**src/rtl/lfsr_pkg.sv**
```systemverilog
// Shared types and defaults for the LFSR sequencer: state encoding, default width/taps
// and the maximal period used by the optional period checker.
package lfsr_pkg;

    localparam int         LFSR_W_DEF = 4;
    localparam logic [3:0] TAPS_DEF   = 4'b1100;
    localparam int         CNT_W_DEF  = 5;

    // Maximal-length period for the default width.
    localparam int PERIOD = (1 << LFSR_W_DEF) - 1;

    typedef enum logic [1:0] {
        IDLE = 2'd0,
        RUN  = 2'd1,
        DONE = 2'd2
    } state_t;

endpackage

```
**src/rtl/lfsr_core.sv**
```systemverilog
// Fibonacci LFSR register: load has priority over step; shifts left, feedback into bit 0.
// One-cycle update, no internal backpressure (the caller gates step).
module lfsr_core
    import lfsr_pkg::*;
#(
    parameter int           W    = LFSR_W_DEF,
    parameter logic [W-1:0] TAPS = TAPS_DEF
) (
    input  logic         clkslow,
    input  logic         rst,
    input  logic         load,
    input  logic         step,
    input  logic [W-1:0] seed,
    output logic [W-1:0] q
);

    always_ff @(posedge clkslow or negedge rst) begin
        if (!rst) begin
            q <= '0;
        end else if (load) begin
            q <= seed;
        end else if (step) begin
            q <= {q[W-2:0], ^(q & TAPS)};
        end
    end

endmodule

```
**src/rtl/lfsr_seq_ctrl.sv**
```systemverilog
// Sequences an lfsr_core: start loads seed, words stream out on valid/ready (1-cycle start latency,
// LFSR only steps on a transfer). Optional period checker: LFSR_SEQ_CTRL_PERIOD_CHK_EN.
module lfsr_seq_ctrl
    import lfsr_pkg::*;
#(
    parameter int           W     = LFSR_W_DEF,
    parameter logic [W-1:0] TAPS  = TAPS_DEF,
    parameter int           CNT_W = CNT_W_DEF
) (
    input  logic             clkslow,
    input  logic             rst,
    input  logic             start,
    input  logic [W-1:0]     seed,
    input  logic [CNT_W-1:0] count,
    input  logic             stop,
    output logic [W-1:0]     out_data,
    output logic             out_valid,
    input  logic             out_ready,
    output logic             busy,
    output logic             done,
    output logic             err_zero_seed
`ifdef LFSR_SEQ_CTRL_PERIOD_CHK_EN
    ,
    output logic             period_err
`endif
);

    state_t           state;
    state_t           state_nxt;
    logic [CNT_W-1:0] remaining;
    logic [W-1:0]     q;
    logic             load;
    logic             xfer;
    logic             err_nxt;

    assign xfer      = (state == RUN) && out_ready;
    assign out_valid = (state == RUN);
    assign busy      = (state == RUN);
    assign done      = (state == DONE);
    assign out_data  = q;

    lfsr_core #(
        .W    (W),
        .TAPS (TAPS)
    ) u_core (
        .clkslow (clkslow),
        .rst     (rst),
        .load    (load),
        .step    (xfer),
        .seed    (seed),
        .q       (q)
    );

    always_ff @(posedge clkslow or negedge rst) begin
        if (!rst) begin
            state <= IDLE;
        end else begin
            state <= state_nxt;
        end
    end

    always_comb begin
        state_nxt = state;
        load      = 1'b0;
        err_nxt   = 1'b0;
        case (state)
            IDLE: begin
                if (start) begin
                    if (seed != '0) begin
                        load      = 1'b1;
                        state_nxt = RUN;
                    end else begin
                        err_nxt = 1'b1;
                    end
                end
            end
            RUN: begin
                // A final transfer completes the run even if stop arrives with it.
                if (xfer && (remaining == CNT_W'(1))) begin
                    state_nxt = DONE;
                end else if (stop) begin
                    state_nxt = IDLE;
                end
            end
            DONE: begin
                state_nxt = IDLE;
            end
            default: begin
                state_nxt = IDLE;
            end
        endcase
    end

    // remaining stays 0 in free-run mode, so the completion compare never matches.
    always_ff @(posedge clkslow or negedge rst) begin
        if (!rst) begin
            remaining     <= '0;
            err_zero_seed <= 1'b0;
        end else begin
            err_zero_seed <= err_nxt;
            if (load) begin
                remaining <= count;
            end else if (xfer && (remaining != '0)) begin
                remaining <= remaining - 1'b1;
            end
        end
    end

`ifdef LFSR_SEQ_CTRL_PERIOD_CHK_EN
    localparam logic [W-1:0] PERIOD_CNT = {W{1'b1}};

    logic [W-1:0] seed_q;
    logic [W-1:0] step_cnt;

    // Counter restarts on every return to the seed so long free-runs never wrap it.
    always_ff @(posedge clkslow or negedge rst) begin
        if (!rst) begin
            seed_q     <= '0;
            step_cnt   <= '0;
            period_err <= 1'b0;
        end else if (load) begin
            seed_q     <= seed;
            step_cnt   <= '0;
            period_err <= 1'b0;
        end else if (state == RUN) begin
            if ((step_cnt != '0) && (q == seed_q)) begin
                if (step_cnt != PERIOD_CNT) begin
                    period_err <= 1'b1;
                end
                step_cnt <= xfer ? {{(W-1){1'b0}}, 1'b1} : '0;
            end else if (xfer) begin
                step_cnt <= step_cnt + 1'b1;
            end
        end
    end
`endif

endmodule
```
**config.mk**
```make
export PLATFORM = sky130hd
export DESIGN_NAME = lfsr_seq_ctrl
export DESIGN_NICKNAME = d
export VERILOG_FILES = /design/src/rtl/lfsr_pkg.sv /design/src/rtl/lfsr_core.sv /design/src/rtl/lfsr_seq_ctrl.sv
export SDC_FILE = /design/constraint.sdc
export NUM_CORES = 1
export LEC_CHECK = 0
export ABC_AREA = 1
export ABC_CLOCK_PERIOD_IN_PS = 1800
export CORE_MARGIN = 2
export CORE_UTILIZATION = 46
export CTS_CLUSTER_DIAMETER = 30
export CTS_CLUSTER_SIZE = 30
export DETAILED_ROUTE_END_ITERATION = 8
export GPL_ROUTABILITY_DRIVEN = 1
export PLACE_DENSITY = 0.75
export SETUP_SLACK_MARGIN = 0.15
export SYNTH_ARGS = -nofsm -noshare
export SYNTH_HDL_FRONTEND = slang
export SYNTH_SLANG_ARGS = --single-unit
```
**constraint.sdc**
```tcl
create_clock -name clkslow -period 1.8 [get_ports clkslow]
set_clock_uncertainty 0.05 [all_clocks]
set_input_delay 0.36 -clock clkslow [delete_from_list [all_inputs] [get_ports clkslow]]
set_output_delay 0.36 -clock clkslow [all_outputs]
set_load 0.05 [all_outputs]
```
==> metrics.md <==
| Metric | Value |
|---|---|
| Cell row count | `14` |
| Fin area | `approximately 1000 um^2` |
| WL/cell | `11.7 um` |
| Mapped Nets | `roughly 120` |
| Leading cell type in the layout, fill and taps excluded | `nand2_1` |
| Area of the die | `2050 um^2` |
| Critical path endpoint category | `output port` |
| Die outline height | `between 40 and 50 um` |
| Buf/Inv on CP | `3` |
| Worst Path Arrival | `~1.1 ns` |
| CTS H-Tree Depth | `1` |
| Initial Util | `slightly above 50%` |
| Worst path slowest cell | `dfrtp_1` |
| Worst R2R Path Depth | `10` |
| Post-route DRC violation count | `0` |
| Nets | `approximately 150` |
| Worst reg2reg path startpoint | `remaining[0]` |
| Post-Syn Instances | `105` |
| CP Class | `flop to output port` |
| Leakage power total | `~0.55 nW` |
| Max-slew violation count | `0` |
| Hold Fails Final Rpt | `0` |
| Max-Cap Viols | `0` |
| Final Wtd Congestion | `0.812` |
| Setup tns final | `0 ns` |
| Worst vdd ir | `about 0.00094 V` |
| # diodes | `0` |
| Post CTS Setup Buffer Count | `0` |
| Cts hold-fix bufs | `0` |
| Crit path cell chain | `inv_2, nand2_1, inv_2, buf_12` |
| Avg Cell Area, Syn | `7.47 um^2` |
| Area delta synth->final | `32.1%` |
| Hold Path Class | `input pin to asynchronous set/reset pin` |
| RR Endpoint | `remaining[2]` |
| Top FF cell, synth | `dfrtp_1` |
| Slew HR | `between 60% and 70%` |
| CP max FO | `3` |
| IO Port Bufs | `21` |
| RSZ-0062 raised after global routing | `no` |
| DRT iter0 DRCs | `11` |
| Final WL | `around 1700 um` |
| R2R setup slack | `~0.42 ns` |
| Total core area | `~1600 um^2` |
| Register area share after synthesis | `a little under two fifths` |
| Syn Std Cell Area | `around 780 um^2` |
| First-pass GRT wire length | `roughly 2800 um` |
| # IOs | `22` |
| Slew of the pin with the lowest slew margin | `between 0.5 and 0.6 ns` |
| Vias in the first global route | `about 700` |
| CP startpoint kind | `flop` |
| #FFs+latches synth | `12` |
| DPL Wire Length | `roughly 1300 um` |
| Clock root cell | `clkbuf_4` |
| Clock latency on the worst-skew pair | `about 0.28 ns` |
| P per Cell Area | `between 1500 and 2000 nW/um^2` |
| Result of the run | `finished clean` |
| Grt total ovfl | `0` |
| Reg clk slew, reported paths | `0.08 ns` |
| Die span in x | `45.3 um` |
| Placed inst area | `approximately 1000 um^2` |
| Commonest non-fill, non-tap cells in the layout | `nand2_1 (34), nand3_1 (19), clkdlybuf4s50_1 (13), dfrtp_1 (12), inv_1 (10)` |
| Tcrit/Tclk final | `a little under nine tenths` |
| Antenna violations before repair | `0` |
| CTS tree | `yes` |
| Crit path largest cell delay | `around 0.37 ns` |
| DR pass1 iterations | `4` |
| Clock sink count | `12` |
| Post-route ant nets | `0` |
| Post-layout minimum cycle time | `between 1.5 and 2 ns` |
| Final setup viols | `0` |
| Worst path required time | `1.39 ns` |
| Largest net degree at the start of global routing | `14` |
| CTS Buf Count | `3` |
| Layout cell share with drive strength beyond 1 | `about 17%` |
| Top delay family on crit path | `flip-flops` |
| Fmax | `650 MHz` |
| All-Layer GR Usage | `between 10% and 20%` |
| Hold Worst Slack | `a little under 0.4 ns` |
| Distinct cells, synth | `18` |
| Most common cell on crit path | `inv_2` |
| Vias | `roughly 740` |
| Clock buffer depth | `2` |
| Post-synth EDFFs | `0` |
| Warnings from Yosys | `0` |
| Vias per inst | `5.15` |
| Asr flop ratio synth | `100%` |
## through the flow
step	utilization (%)	total power [W]	cells	setup WS [ns]
after floorplan	-	0.00116	105	0.231
after global placement	65.0	0.00142	140	0.155
after detailed placement	65.0	0.00144	140	0.111
after CTS	66.5	0.00161	143	0.195
after global routing	66.5	0.00174	143	0.195
final	66.5	0.00160	143	0.261
## logic make-up after synthesis
family | Yosys count | synth area share (%)
simple gates | 71 | 45.0
buf+inv | 16 | 9.09
flops | 12 | 38.3
fa+ha+maj | 3 | 4.79
xor+xnor | 2 | 2.23
compound gates | 1 | 0.637
## where the power goes
part | switching, W | internal, W | leakage [nW] | total [W]
combinational | 0.000604 | 0.000343 | 0.389 | 0.000947
sequential | 0.000105 | 0.000380 | 0.149 | 0.000484
clock | 0.0000938 | 0.0000776 | 0.0138 | 0.000171
## worst register-to-register path, cell delays in order, from the launching register on
cell	delay, ns
dfrtp_1	0.40
inv_1	0.14
ha_1	0.16
inv_1	0.03
nor2_1	0.07
nand2_1	0.08
nand2_2	0.11
nand2_4	0.07
inv_2	0.08
nand2_1	0.05
nand2_1	0.06
## registers in the layout, summed over array words and instances (netlist names)
name           count
err_zero_seed      1
remaining          5
state              2
u_core.q           4
## worst max path at each step
| stage | from | depth (start not counted) | slack (ns) | end |
|---|---|---|---|---|
| after detailed placement | seed[1] | 7 | 0.11 | remaining[4] |
| after CTS | state[1] | 4 | 0.19 | out_valid |
| after floorplan | state[1] | 4 | 0.23 | out_valid |
| final | state[1] | 4 | 0.26 | out_valid |
| after global placement | start | 8 | 0.16 | remaining[2] |
| after global routing | state[1] | 4 | 0.19 | busy |
## synth_stat cells (2+ instances only)
library cell,instances,area (um^2)
nand3_1,19,95.1
dfrtp_1,12,300
inv_1,11,41.3
ha_1,3,37.5
nand2_1,34,128
nor2_1,7,26.3
nand3b_1,2,15.0
nand2_4,3,33.8
inv_2,3,11.3
xor2_1,2,17.5
nand2_2,2,12.5
## metal layers
metal	vias up	GRT usage, %	part of all wire, %
li1	376	-	-
met1	334	23.7	45
met2	22	31.4	48
met3	5	2.40	5.1
met4	0	11.2	2.3
met5	-	0	0
## layout make-up
type / instances / area, um^2
clock buffer: 3 / 22.5
inverter: 14 / 52.6
tap: 16 / 20.0
sequential: 12 / 300
fill: 136 / 523
timing repair buffer: 21 / 228
multi-input combinational: 77 / 413
## timing repair
action	in CTS	in global routing
gates resized for setup	0	1
hold endpoints to repair	0	0
setup endpoints to repair	0	2
No activity file was read; power rests on OpenSTA's default activity.
